**src/rtl/unidade_controle_jogada_pkg.sv**
```systemverilog
// unidade_controle_jogada_pkg: state codes shared by the memory-game control unit
package unidade_controle_jogada_pkg;
  typedef enum logic [3:0] {
    INICIAL  = 4'h0,
    PREPARA  = 4'h1,
    ESPERA   = 4'h2,
    REGISTRA = 4'h4,
    COMPARA  = 4'h5,
    PROXIMO  = 4'h6,
    FIM_OK   = 4'hA,
    FIM_TMO  = 4'hD,
    FIM_ERRO = 4'hE
  } estado_t;
endpackage

```
**src/rtl/unidade_controle_jogada_contador_timeout.sv**
```systemverilog
// contador_timeout: counts clocks while conta is high, flags the last count of M
module contador_timeout #(
  parameter int M = 3000
) (
  input  logic clock,
  input  logic zera,
  input  logic conta,
  output logic fim
);
  localparam int W = M > 1 ? $clog2(M) : 1;
  logic [W-1:0] cnt_q, cnt_d;
  always_comb cnt_d = zera ? '0 : conta ? cnt_q + 1'b1 : cnt_q;
  always_ff @(posedge clock) cnt_q <= cnt_d;
  assign fim = cnt_q == W'(M - 1);
endmodule

```
**src/rtl/unidade_controle_jogada.sv**
```systemverilog
// unidade_controle_jogada: Moore FSM sequencing move capture, compare and round end
module unidade_controle_jogada
  import unidade_controle_jogada_pkg::*;
#(
  parameter int TIMEOUT_CICLOS = 3000
) (
  input  logic       clock,
  input  logic       reset,
  input  logic       iniciar,
  input  logic [3:0] chaves,
  input  logic       igual,
  input  logic       fim_e,
  output logic       zera_e,
  output logic       conta_e,
  output logic       zera_r,
  output logic       registra_r,
  output logic       pronto,
  output logic       acertou,
  output logic       errou,
  output logic       timeout,
  output logic [3:0] db_estado
);
  estado_t estado_q, estado_d;
  logic [3:0] chaves_q, chaves_d;
  logic jogada, tmo, em_espera;
  assign em_espera = estado_q == ESPERA;
  assign chaves_d = chaves;
  assign jogada = (chaves != chaves_q) && (chaves != 4'h0);
  // counter is held clear outside ESPERA, so every wait starts from zero
  contador_timeout #(.M(TIMEOUT_CICLOS)) u_tmo (
    .clock(clock),
    .zera (reset | ~em_espera),
    .conta(em_espera),
    .fim  (tmo)
  );
  always_ff @(posedge clock) begin
    if (reset) begin
      estado_q <= INICIAL;
      chaves_q <= 4'h0;
    end else begin
      estado_q <= estado_d;
      chaves_q <= chaves_d;
    end
  end
  always_comb begin
    estado_d = INICIAL;
    case (estado_q)
      INICIAL:  estado_d = iniciar ? PREPARA : INICIAL;
      PREPARA:  estado_d = ESPERA;
      ESPERA:   estado_d = jogada ? REGISTRA : tmo ? FIM_TMO : ESPERA;
      REGISTRA: estado_d = COMPARA;
      COMPARA:  estado_d = !igual ? FIM_ERRO : fim_e ? FIM_OK : PROXIMO;
      PROXIMO:  estado_d = ESPERA;
      FIM_OK, FIM_ERRO, FIM_TMO: estado_d = iniciar ? PREPARA : estado_q;
      default:  estado_d = INICIAL;
    endcase
  end
  assign zera_e     = estado_q == PREPARA;
  assign zera_r     = estado_q == PREPARA;
  assign registra_r = estado_q == REGISTRA;
  assign conta_e    = estado_q == PROXIMO;
  assign acertou    = estado_q == FIM_OK;
  assign timeout    = estado_q == FIM_TMO;
  assign errou      = estado_q == FIM_ERRO || estado_q == FIM_TMO;
  assign pronto     = acertou || errou;
  assign db_estado  = estado_q;
endmodule

```
**config.mk**
```make
export PLATFORM = sky130hd
export DESIGN_NAME = unidade_controle_jogada
export DESIGN_NICKNAME = d
export VERILOG_FILES = /design/src/rtl/unidade_controle_jogada_pkg.sv /design/src/rtl/unidade_controle_jogada_contador_timeout.sv /design/src/rtl/unidade_controle_jogada.sv
export SDC_FILE = /design/constraint.sdc
export NUM_CORES = 1
export LEC_CHECK = 0
export BUFFER_PORTS_ARGS = -buffer_cell sky130_fd_sc_hd__buf_2
export CORE_MARGIN = 2
export CORE_UTILIZATION = 53
export DETAILED_ROUTE_END_ITERATION = 12
export PLACE_DENSITY = 0.74
export SLEW_MARGIN = 20
export SYNTH_ARGS = -nofsm -noshare
export SYNTH_HDL_FRONTEND = slang
export SYNTH_HIERARCHICAL = 1
export SYNTH_SLANG_ARGS = --single-unit
export TNS_END_PERCENT = 10
```
**constraint.sdc**
```tcl
create_clock -name clock -period 2.8 [get_ports clock]
set_input_delay 0.56 -clock clock [delete_from_list [all_inputs] [get_ports clock]]
set_output_delay 0.56 -clock clock [all_outputs]
set_load 0.01 [all_outputs]
```
Word level (Yosys, flattened, before mapping) --
Index checks and enable logic that the tools add are counted.
Storage, ports and cells: flip-flop bits (word level) 20, bits in latches 0, memory bits (writable) 0, ROM bits 0, bits of input ports 9, output and inout port bits 12, memories 0
Operators by class: add/subtract/negate cells 1, multipliers 0, divide/modulo/power cells 0, $lt $le $gt $ge 0, eq/ne operators 11, shift-type cells 0, muxes and demuxes 7, bitwise logic cells 2, reductions and logical operators 7
Operators by type and width (count):
- 4-bit case mux with 6 select lines | 1
- 4-bit two-way mux | 5
- 12-bit by 1-bit adder with 12-bit output, second input constant | 1
- 12-bit == test, second input constant | 1
- 4-bit by 3-bit == test with 1-bit output, second input constant | 3
- 4-bit == test, second input constant | 3
- 4-bit by 1-bit == test with 1-bit output, second input constant | 1
- 4-bit by 2-bit == test with 1-bit output, second input constant | 1
- 4-bit logical NOT | 1
- 4-bit != test | 1
- 4-bit nonzero test | 1
- 3-bit OR reduction | 1
- 1-bit logical OR | 2
- 2-bit != test, second input constant | 1
- 2-bit OR reduction | 1
- 1-bit logical AND | 1
- 1-bit two-way mux | 1
- 1-bit inverter | 1
- 1-bit OR | 1

Depth between registers and ports, before layout --
depth in word-level cells 4, depth in mapped cells 6, gate-level depth less buffers 5

By module --
The synthesis kept the hierarchy.
Modules (own cells, without submodules):
- contador_timeout | times used 1, cells each 63, area each 555.5 sq um, sequential area each 240.2 sq um
- unidade_controle_jogada | times used 1, cells each 66, area each 515.5 sq um, sequential area each 160.2 sq um

Least setup slack after synthesis --
No wires, ideal clock.
path type flip-flop to flip-flop, from register estado_q[2] (netlist: db_estado[2]), to register u_tmo.cnt_q[11], data arrival time 2.090 ns, path slack 0.589 ns, cell stages (with the launch flop) 7, buffers on the path 1, path through dfxtp_1 > clkbuf_1 > nand2b_1 > nor3_1 > nand4_2 > nor4_1 > mux2_2
On the way: cells in the longest elaborated chain, start to end 3
RTL lines:
- from (decl) | RTL line unidade_controle_jogada.sv:23 | estado_t estado_q, estado_d;
- from (signal assigned) | RTL line unidade_controle_jogada.sv:41 | estado_q <= estado_d;
- 4-bit by 2-bit == test with 1-bit output * | RTL line unidade_controle_jogada.sv:26 | assign em_espera = estado_q == ESPERA;
- via em_espera | RTL line unidade_controle_jogada.sv:25 | logic jogada, tmo, em_espera;
- 1-bit inverter | RTL line unidade_controle_jogada.sv:32 | .zera (reset | ~em_espera),
- 1-bit OR | RTL line unidade_controle_jogada.sv:32
- to (signal assigned) | RTL line unidade_controle_jogada_contador_timeout.sv:13 | always_ff @(posedge clock) cnt_q <= cnt_d;
- to (decl) | RTL line unidade_controle_jogada_contador_timeout.sv:11 | logic [W-1:0] cnt_q, cnt_d;
The timed path passes the listed nets; every way through them passes the cells marked *. A chain may end at the register's enable or synchronous reset.

Worst setup path after layout --
from register estado_q[1] (netlist: db_estado[1]), to register u_tmo.cnt_q[11]
Same word-level chain as after synthesis.

==> metrics <==
status=complete, no violations; total setup buffers inserted after CTS=0; Iteration-0 DRC Markers=28; CTS resizes=0; async set-reset flop share out of synthesis=0%; # hold bufs at CTS=0; H-tree Lvls=1; # IOs=21; number of synthesized register bits=20; DPL Wire Length=1540 um; Crit Path Class=flop to flop; post-synthesis area per instance=8.30 sq um; Crit. End Element=flop; FP Rows=16; setup TNS=0 ns; die width=49.0 um; FILL cells=about 180; final wirelength=2080 um; Num CTS Buffers=3; first-pass GRT wire length=4020 um; GRT Total Usage=21.4%; die area=between 2000 and 2500 sq um; Syn Inst Count=~130; worst vdd ir=between 0.0003 and 0.0004 V; vias in the first global route=912; post-route insts no fill=175; yosys synthesis warning count=6; vias post-DR=959; clk_lat worst skew=0.30 ns; Final Skew=0.000967 ns; worst hold slack=0.498 ns; Leak=roughly 0.47 nW; Max-slew headroom=65.3%; min Tclk post-route=2.02 ns; drt first pass iters=4; DRC=0; largest net degree at the start of global routing=14; primary flip-flop cell chosen by synthesis mapping=dfxtp_1; P&R area growth vs syn=13.9%; Initial Utilization=a little under three fifths; Reg clk slew, reported paths=0.11 ns; Post-Syn Area=1070 sq um; register area share after synthesis=37.4%; Via density=~5.5; CTS tree=yes; synth unique cells=36; final setup fails=0; crit path DAT=~2.2 ns; PortBufs=20; Worst Hold Class=flop to flop; worst-path maximum fanout=13; Tot Pwr=0.000529 W; antenna-violating nets left=0; Num Clock Sinks=20; total gr overflow=0; CTS Buffer Depth=2; initial antenna violation count=0; pwr dens=434 nW/um^2; syn nets=140; Die Span Y=49.0 um; Req. time, crit path=~3.0 ns; final hold vios=0; CTS root buf=clkbuf_4; max-slew violations=0; Startpoint Class=flop; fmax=494 MHz; RSZ-0062 raised after global routing=no; layout cell share with drive strength beyond 1=between 20% and 30%; Post-synth EDFFs=0; worst slew pin tran=0.516 ns; Net count, final=160; # Max-Cap Violations=0; n_diodes=0; routability cong.=0.779; WL per Instance=around 12 um; Core Footprint=1940 sq um; Period Utilization, post-route=a little over 70%; # placed instances=171
## power by group
part / internal (W) / switching, W
sequential: 0.000291 / 0.0000106
clock: 0.0000793 / 0.0000873
combinational: 0.0000287 / 0.0000321
total: 0.000399 / 0.000130
## registers in the layout (all words and copies together) (netlist names)
| register | flops |
|---|---|
| u_tmo/cnt_q | 12 |
| chaves_q | 4 |
| db_estado | 4 |
## worst paths after layout
kind	slack (ns)	startpoint	depth (start not counted)	to
setup / recovery	0.78	db_estado[1]	6	u_tmo/cnt_q[11]
hold / removal	0.50	u_tmo/cnt_q[9]	2	u_tmo/cnt_q[9]
setup reg to reg	0.78	db_estado[1]	6	u_tmo/cnt_q[11]
hold reg to reg	0.50	u_tmo/cnt_q[9]	2	u_tmo/cnt_q[9]
## cells in the final DEF, fill, tap and decap left out, drive strengths merged
master,n
a21oi,13
a32o,1
a32oi,1
and2b,1
and3,1
buf,21
clkbuf,4
dfxtp,20
ha,2
inv,6
mux2,1
mux2i,1
nand2,10
nand2b,6
nand3,4
nand3b,1
nand4,3
nor2,12
nor2b,6
nor3,3
nor4,3
o21ai,5
o22a,2
o22ai,2
o31ai,3
o41ai,1
or3,3
or4,4
xnor2,2
xor2,6
## per-layer routing
metal  vias to the layer above  track usage [%]  routed length, um
met5                         -                0                  0
met4                         0             8.57                 36
met3                         4             3.99                109
met2                        33             32.0                931
met1                       427             30.4               1000
li1                        495                -                  -
## worst max-delay path, cell delays in order (launching register included)
cell and delay, ns:
dfxtp_1 0.54, nand2b_1 0.16, nor3_1 0.18, buf_4 0.18
nand4_2 0.17, nor4_1 0.32, mux2_2 0.37
## synthesized netlist by cell type, drive strengths merged, types with 4 or more instances
library cell	n	share of area (%)
dfxtp	20	37
a21oi	13	6.1
nor2	12	4.2
nand2	10	3.5
inv	6	2.1
nand2b	6	3.7
nor2b	6	3.5
xor2	6	4.9
o21ai	5	2.3
buf	4	2.0
nand3	4	1.9
or4	4	3.2
## final cells by class
| type | count | area, sq um | share of cell area, % |
|---|---|---|---|
| Inverter | 6 | 22.5 | 1.85 |
| Sequential cell | 20 | 400 | 32.8 |
| Clock buffer | 4 | 36.3 | 2.97 |
| Timing Repair Buffer | 21 | 108 | 8.82 |
| Multi-Input combinational cell | 97 | 619 | 50.8 |
| Tap cell | 27 | 33.8 | 2.77 |
## logic make-up after synthesis
logic type                 synth area share (%)
xor gates and xnor gates                   6.54
adders and majority gates                  2.34
DFF                                        37.4
AOI/OAI and AO/OA                          16.6
muxes                                      1.99
and+or+nand+nor                            30.4
buffers and inverters                      4.79
## stage by stage
step,setup slack (ns),cell area (sq um),util [%]
floorplan,0.589,1070,-
global placement,0.912,1180,61.0
detailed placement,0.791,1180,61.0
CTS,0.781,1220,62.8
global route,0.546,1220,62.8
finish,0.777,1220,62.8
Note: power is estimated with default switching activity, not from simulation.
